$ cat config.mk
export PLATFORM = sky130hd
export DESIGN_NAME = j1_uart_rx
export DESIGN_NICKNAME = d
export VERILOG_FILES = /design/src/rtl/j1_uart_rx_pkg.sv /design/src/rtl/j1_uart_rx_fifo.sv /design/src/rtl/j1_uart_rx.sv
export SDC_FILE = /design/constraint.sdc
export NUM_CORES = 1
export LEC_CHECK = 0
export ABC_CLOCK_PERIOD_IN_PS = 5900
export BUFFER_PORTS_ARGS = -buffer_cell sky130_fd_sc_hd__buf_2
export CORE_MARGIN = 2
export CORE_UTILIZATION = 60
export CTS_BUF_LIST = sky130_fd_sc_hd__clkbuf_2 sky130_fd_sc_hd__clkbuf_4 sky130_fd_sc_hd__clkbuf_8
export CTS_CLUSTER_SIZE = 8
export DETAILED_ROUTE_END_ITERATION = 6
export GPL_TIMING_DRIVEN = 0
export HOLD_SLACK_MARGIN = 0.1
export PLACE_DENSITY_LB_ADDON = 0.3
export SLEW_MARGIN = 0
export SYNTH_ARGS = -nofsm -noshare
export SYNTH_HDL_FRONTEND = slang
export SYNTH_SLANG_ARGS = --single-unit
export TNS_END_PERCENT = 1
$ cat constraint.sdc
create_clock -name sys_clk_i -period 5.9 [get_ports sys_clk_i]
set_input_delay 0.59 -clock sys_clk_i [delete_from_list [all_inputs] [get_ports sys_clk_i]]
set_output_delay 0.59 -clock sys_clk_i [all_outputs]
set_load 0.005 [all_outputs]
$ cat src/rtl/j1_uart_rx_pkg.sv
// Shared definitions for the j1soc UART receiver: bus offsets, STATUS bits, FSM states.
// Latency: n/a (declarations only).
// Backpressure: n/a.
package j1_uart_rx_pkg;

    // Register offsets on the J1 I/O bus
    localparam logic [1:0] UART_RX_DATA = 2'd0;
    localparam logic [1:0] UART_RX_STAT = 2'd1;

    // STATUS bit positions; bits [7:4] carry the FIFO count
    localparam int ST_NEMPTY = 0;
    localparam int ST_FULL   = 1;
    localparam int ST_OVR    = 2;
    localparam int ST_FERR   = 3;

    typedef enum logic [1:0] {
        S_IDLE  = 2'd0,
        S_START = 2'd1,
        S_DATA  = 2'd2,
        S_STOP  = 2'd3
    } rx_state_t;

endpackage

$ cat src/rtl/j1_uart_rx_fifo.sv
// Synchronous byte FIFO, DEPTH a power of 2; head is visible combinationally on dout.
// Latency: a pushed byte is readable the cycle after the push edge.
// Backpressure: push while full is dropped unless a pop happens in the same cycle.
module j1_uart_rx_fifo #(
    parameter int DEPTH = 8
) (
    input  logic                     clk,
    input  logic                     rst,
    input  logic                     push,
    input  logic                     pop,
    input  logic [7:0]               din,
    output logic [7:0]               dout,
    output logic                     full,
    output logic                     empty,
    output logic [$clog2(DEPTH):0]   count
);
    localparam int AW = $clog2(DEPTH);
    localparam logic [AW:0] FULL_CNT = (AW+1)'(DEPTH);

    logic [7:0]    mem [DEPTH];
    logic [AW-1:0] wptr;
    logic [AW-1:0] rptr;
    logic          do_push;
    logic          do_pop;

    assign full    = (count == FULL_CNT);
    assign empty   = (count == '0);
    // A pop frees the slot the simultaneous push lands in, so full+pop still accepts
    assign do_push = push && (!full || pop);
    assign do_pop  = pop && !empty;
    assign dout    = mem[rptr];

    // Pointer and occupancy tracking; pointers wrap naturally at DEPTH
    always_ff @(posedge clk or posedge rst) begin
        if (rst) begin
            wptr  <= '0;
            rptr  <= '0;
            count <= '0;
        end else begin
            if (do_push) wptr <= wptr + 1'b1;
            if (do_pop)  rptr <= rptr + 1'b1;
            case ({do_push, do_pop})
                2'b10:   count <= count + 1'b1;
                2'b01:   count <= count - 1'b1;
                default: count <= count;
            endcase
        end
    end

    // Storage array, no reset needed since occupancy gates visibility
    always_ff @(posedge clk) begin
        if (do_push) mem[wptr] <= din;
    end

endmodule

$ cat src/rtl/j1_uart_rx.sv
// 8N1 serial receiver with byte FIFO and memory-mapped DATA/STATUS registers for the J1 core.
// Latency: byte enters FIFO one cycle after stop-bit sample; bus reads return on the next edge.
// Backpressure: none on the line; a byte arriving at a full FIFO is dropped and flags OVR.
module j1_uart_rx
    import j1_uart_rx_pkg::*;
#(
    parameter int CLK_HZ     = 50_000_000,
    parameter int BAUD       = 115200,
    parameter int FIFO_DEPTH = 8
) (
    input  logic        sys_clk_i,
    input  logic        sys_rst_i,
    input  logic        uart_rx_i,
    input  logic        cs_i,
    input  logic        rd_i,
    input  logic        wr_i,
    input  logic [1:0]  addr_i,
    input  logic [15:0] d_in,
    output logic [15:0] d_out,
    output logic        rx_led,
    output logic        irq_o
);
    localparam int DIV = CLK_HZ / BAUD;
    localparam int CW  = $clog2(DIV + 1);
    localparam int AW  = $clog2(FIFO_DEPTH);
    localparam logic [CW-1:0] HALF_LAST = CW'(DIV/2 - 1);
    localparam logic [CW-1:0] DIV_LAST  = CW'(DIV - 1);

    logic            rx_s1, rx_s2, rx_prev;
    rx_state_t       state, state_nxt;
    logic [CW-1:0]   cnt, cnt_nxt;
    logic [2:0]      bit_idx, bit_nxt;
    logic [7:0]      shreg, sh_nxt;
    logic            stop_ok, stop_bad;
    logic            push_pend;
    logic [7:0]      push_dat;
    logic            ferr, ovr;
    logic            rd_q, wr_q, pop, ovr_set, ovr_clr, ferr_clr;
    logic [7:0]      fifo_dout;
    logic            fifo_full, fifo_empty;
    logic [AW:0]     fifo_count;
    logic [7:0]      status;
    logic            unused_din;

    assign unused_din = ^{d_in[15:4], d_in[1:0]};

    // Two-stage synchroniser plus one delayed copy for edge detection; idle-high reset
    always_ff @(posedge sys_clk_i or posedge sys_rst_i) begin
        if (sys_rst_i) begin
            rx_s1   <= 1'b1;
            rx_s2   <= 1'b1;
            rx_prev <= 1'b1;
        end else begin
            rx_s1   <= uart_rx_i;
            rx_s2   <= rx_s1;
            rx_prev <= rx_s2;
        end
    end

    // FSM, baud counter, bit index and shift register state
    always_ff @(posedge sys_clk_i or posedge sys_rst_i) begin
        if (sys_rst_i) begin
            state   <= S_IDLE;
            cnt     <= '0;
            bit_idx <= '0;
            shreg   <= '0;
        end else begin
            state   <= state_nxt;
            cnt     <= cnt_nxt;
            bit_idx <= bit_nxt;
            shreg   <= sh_nxt;
        end
    end

    // Next-state logic: half-bit recheck of start, then full-bit spacing for data and stop
    always_comb begin
        state_nxt = state;
        cnt_nxt   = cnt + CW'(1);
        bit_nxt   = bit_idx;
        sh_nxt    = shreg;
        stop_ok   = 1'b0;
        stop_bad  = 1'b0;
        case (state)
            S_IDLE: begin
                cnt_nxt = '0;
                if (rx_prev && !rx_s2) state_nxt = S_START;
            end
            S_START: begin
                if (cnt == HALF_LAST) begin
                    cnt_nxt   = '0;
                    bit_nxt   = '0;
                    state_nxt = rx_s2 ? S_IDLE : S_DATA;
                end
            end
            S_DATA: begin
                if (cnt == DIV_LAST) begin
                    cnt_nxt = '0;
                    sh_nxt  = {rx_s2, shreg[7:1]};
                    bit_nxt = bit_idx + 3'd1;
                    if (bit_idx == 3'd7) state_nxt = S_STOP;
                end
            end
            S_STOP: begin
                if (cnt == DIV_LAST) begin
                    cnt_nxt   = '0;
                    state_nxt = S_IDLE;
                    stop_ok   = rx_s2;
                    stop_bad  = !rx_s2;
                end
            end
            default: state_nxt = S_IDLE;
        endcase
    end

    // Stage the completed byte so it lands in the FIFO one cycle after the stop sample
    always_ff @(posedge sys_clk_i or posedge sys_rst_i) begin
        if (sys_rst_i) begin
            push_pend <= 1'b0;
            push_dat  <= '0;
        end else begin
            push_pend <= stop_ok;
            if (stop_ok) push_dat <= shreg;
        end
    end

    assign rd_q     = cs_i && rd_i;
    assign wr_q     = cs_i && wr_i;
    assign pop      = rd_q && (addr_i == UART_RX_DATA);
    assign ovr_set  = push_pend && fifo_full && !pop;
    assign ovr_clr  = wr_q && (addr_i == UART_RX_STAT) && d_in[2];
    assign ferr_clr = wr_q && (addr_i == UART_RX_STAT) && d_in[3];

    j1_uart_rx_fifo #(.DEPTH(FIFO_DEPTH)) u_fifo (
        .clk   (sys_clk_i),
        .rst   (sys_rst_i),
        .push  (push_pend),
        .pop   (pop),
        .din   (push_dat),
        .dout  (fifo_dout),
        .full  (fifo_full),
        .empty (fifo_empty),
        .count (fifo_count)
    );

    // Sticky error flags; a set in the same cycle as a clear wins
    always_ff @(posedge sys_clk_i or posedge sys_rst_i) begin
        if (sys_rst_i) begin
            ovr  <= 1'b0;
            ferr <= 1'b0;
        end else begin
            ovr  <= ovr_set  || (ovr  && !ovr_clr);
            ferr <= stop_bad || (ferr && !ferr_clr);
        end
    end

    // STATUS word assembly
    always_comb begin
        status            = '0;
        status[7:4]       = 4'(fifo_count);
        status[ST_FERR]   = ferr;
        status[ST_OVR]    = ovr;
        status[ST_FULL]   = fifo_full;
        status[ST_NEMPTY] = !fifo_empty;
    end

    // Registered read port; holds its value between qualified reads
    always_ff @(posedge sys_clk_i or posedge sys_rst_i) begin
        if (sys_rst_i) begin
            d_out <= '0;
        end else if (rd_q) begin
            case (addr_i)
                UART_RX_DATA: d_out <= fifo_empty ? 16'h0000 : {8'h00, fifo_dout};
                UART_RX_STAT: d_out <= {8'h00, status};
                default:      d_out <= 16'h0000;
            endcase
        end
    end

    assign rx_led = (state != S_IDLE);
    assign irq_o  = !fifo_empty;

endmodule

==> metrics <==
final setup fails=0; setup tns final=0 ns; EDFF count, synth=64; max incr delay on CP=0.78 ns; Hold Path Origin=uart_rx_i; Reg2Reg Depth=11; via count=2843; largest net degree at the start of global routing=44; peak supply drop=0.207 mV; slew margin rel.=0.373; FP Rows=33; CP Class=reg2reg; slowest CP cell=nor4_1; post-synthesis simple-gate area fraction=0.0849; kind of start point of the critical path=flop; compound-cell area share of the yosys netlist=0.0506; Distinct cells, synth=48; Layout area overhead=13.9%; Required @ worst endpoint=6.20 ns; PwrDens=376 nW/um2; max-slew violation count=0; cell count after synthesis=329; total CTS buffers=17; WL final=9190 um; Hold Path End=rx_s1; CTS resizes=0; DP Cell Count=461; async set-or-reset flop fraction in the synthesized netlist=0.458; fin crit share=0.504; CTS H-tree depth=4; Hold-fix buffers, CTS=1; antenna violations before repair=0; worst-path fanout max=9; vias in the first global route=2838; Adder-Cell Fraction of Synth Area=0.0252; die area=9030 um2; grt ovf=0; run status=completed; number of routed nets with antenna violations=0; CP Capture Type=flop; Final min period=2.97 ns; Remaining DRCs=0; Worst Tran Pin Value=0.937 ns; DPL Wire Length=5990 um; Critical Path AT=3.27 ns; FF+latch count, synth=118; sequential share of the synthesized area=0.660; Initial Utilization=0.611; R2R setup slack=2.93 ns; CP dominant cell by count=xor2_1; layout cells sized above 1=0.278; GR Util All Layers=0.232; CTS clk-pin slew, worst paths=0.08 ns; First-pass DRT Iterations=4; RSZ-0062 raised after global routing=false; ys flop type=edfxtp_1; Die Wd=95 um; Nets=410; setup bufs post-CTS=0; Die H=95 um; worst hold-check path type=in2reg; CORE AREA=8130 um2; I/O Buffers=19; routability cong.=0.821; Crit Reg-Reg Startpoint=u_fifo.count[1]; CTS tree=built; hold path cells=1; final total power=2130 uW; skew final=0.0143 ns; Mapped Area=4970 um2; CTS Root Cell=clkbuf_8; Leakage=0.00222 uW; CP Cell Sequence=buf_2, nor4_1, or2_2, inv_1, ha_1, xor2_1, ha_1, a21oi_1, xor2_1, nor2_1, xor2_1; Syn Area/Cell=15.1 um2; 1st-iter DRT viols=150; I/O pin count=42; vias per inst=5.76; Fin. Hold Viols=0; Antenna Cells=0; total of max-cap violations=0; drt wl/cell=18.6 um; Syn. warnings=0; post-layout instance count excluding filler cells=494; R2R Path End=u_fifo.count[2]; Fmax=337 MHz; first-pass GRT wire length=14800 um; Clock Latency Late Sink=0.43 ns; CTS Sinks=118; Max Root-Sink Buffers=2; Post-Synth XOR/XNOR Area=0.0264; main combinational cell family by area after synthesis=multiplexers; mux cell area share after synthesis=0.123
[cell families (layout without fill, tap and decap cells)]
| logic type | after synthesis | in the layout |
|---|---|---|
| AOI/OAI and AO/OA | 32 | 32 |
| DFF | 118 | 118 |
| adders and majority gates | 10 | 10 |
| xor gates and xnor gates | 15 | 15 |
| buffers and inverters | 29 | 82 |
| muxes | 39 | 39 |
| and+or+nand+nor | 85 | 85 |
| other | 1 | 8 |
[cell usage in the layout (no fill, tap or decap), types with 2 or more instances in the layout]
master / Yosys / final
dfrtp_1: 51 / 51
edfxtp_1: 64 / 64
nor3_1: 7 / 5
o21ai_0: 2 / 2
nand2b_1: 4 / 4
o2bb2ai_1: 2 / 2
inv_1: 9 / 8
buf_2: 5 / 24
nand4_1: 3 / 3
nor3b_1: 3 / 3
clkbuf_8: 0 / 18
nor3_2: 0 / 2
xor2_1: 5 / 5
nand2_1: 26 / 26
mux2_2: 18 / 18
nor2b_1: 5 / 5
o22ai_1: 2 / 2
nor4_1: 2 / 2
conb_1: 1 / 8
mux2i_1: 5 / 5
clkbuf_4: 0 / 3
buf_1: 2 / 2
inv_6: 0 / 2
a22oi_1: 10 / 10
mux4_2: 16 / 16
nor2_1: 20 / 20
clkbuf_1: 5 / 5
dfstp_2: 3 / 3
buf_4: 8 / 8
nand3_1: 7 / 7
bufinv_16: 0 / 2
clkinvlp_4: 0 / 4
or2_2: 2 / 2
a21oi_1: 4 / 4
ha_1: 10 / 10
xnor2_1: 10 / 10
[layer usage]
metal | global-route usage | up-vias | wire length (um)
li1 | - | 1309 | -
met1 | 0.296 | 1434 | 3960
met2 | 0.372 | 85 | 4600
met3 | 0.0814 | 15 | 497
met4 | 0.0833 | 0 | 137
met5 | 0 | - | 0
[area by class of cell]
class	count	area [um2]
sequential	118	3280
inverter	9	33.8
fill	537	2480
clock inverter	11	125
timing repair buffer	21	125
multi-input combinational	189	1580
tap	105	131
clock buffer	21	270
buffer	20	111
[through the flow]
stage	setup WS, ns	hold slack, ns	instance area, um2	utilization
global route	2.71	0.215	5660	0.695
CTS	2.94	0.230	5650	0.694
finish	2.93	0.255	5660	0.695
floorplan	3.42	0.345	4990	-
global placement	2.74	0.346	5220	0.642
detailed placement	2.72	0.347	5240	0.644
[Yosys cell counts (7+ instances only)]
library cell   n  area, um2
mux2_2        18        203
nor3_1         7       35.0
edfxtp_1      64       1920
mux4_2        16        360
xnor2_1       10       87.6
inv_1          9       33.8
dfrtp_1       51       1280
buf_4          8       60.1
ha_1          10        125
nand2_1       26       97.6
a22oi_1       10       75.1
nor2_1        20       75.1
nand3_1        7       35.0
[worst max path at each step]
| stage | start | end | slack [ns] | cells past startpoint |
|---|---|---|---|---|
| 6_report | u_fifo.count[1] | u_fifo.count[2] | 2.93 | 11 |
| 5_1_grt | u_fifo.count[1] | u_fifo.count[2] | 2.71 | 11 |
| 4_1_cts | u_fifo.count[1] | u_fifo.count[2] | 2.94 | 11 |
| 3_5_place_dp | addr_i[1] | u_fifo.mem[1][7] | 2.72 | 5 |
| 3_3_place_gp | addr_i[1] | u_fifo.mem[0][0] | 2.74 | 5 |
| 2_1_floorplan | u_fifo.count[1] | u_fifo.count[2] | 3.42 | 11 |
[power by group]
part           leakage, uW  internal, uW  total [uW]  switching, uW
clock             0.000191           401         725            323
combinational     0.000770           203         413            210
sequential         0.00125           929         991           62.1
total              0.00222          1530        2130            596
[state kept, by name (all words and copies together), names as in the netlist, 3 cells and up, named ones only]
signal / count
push_dat: 8
u_fifo.count: 4
u_fifo.wptr: 3
u_fifo.rptr: 3
d_out: 8
shreg: 8
bit_idx: 3
cnt: 9
u_fifo.mem: 64
[worst max-delay path, delay by kind of cell (launching register included)]
kind	cells	cell delay [ns]
AO/OA/AOI/OAI	1	0.14
XOR/XNOR	3	0.46
adder cells (fa/ha/maj)	2	0.47
buffers and inverters	2	0.28
flip-flops	1	0.37
AND/OR/NAND/NOR	3	1.12
(Power assumes the default switching activity.)
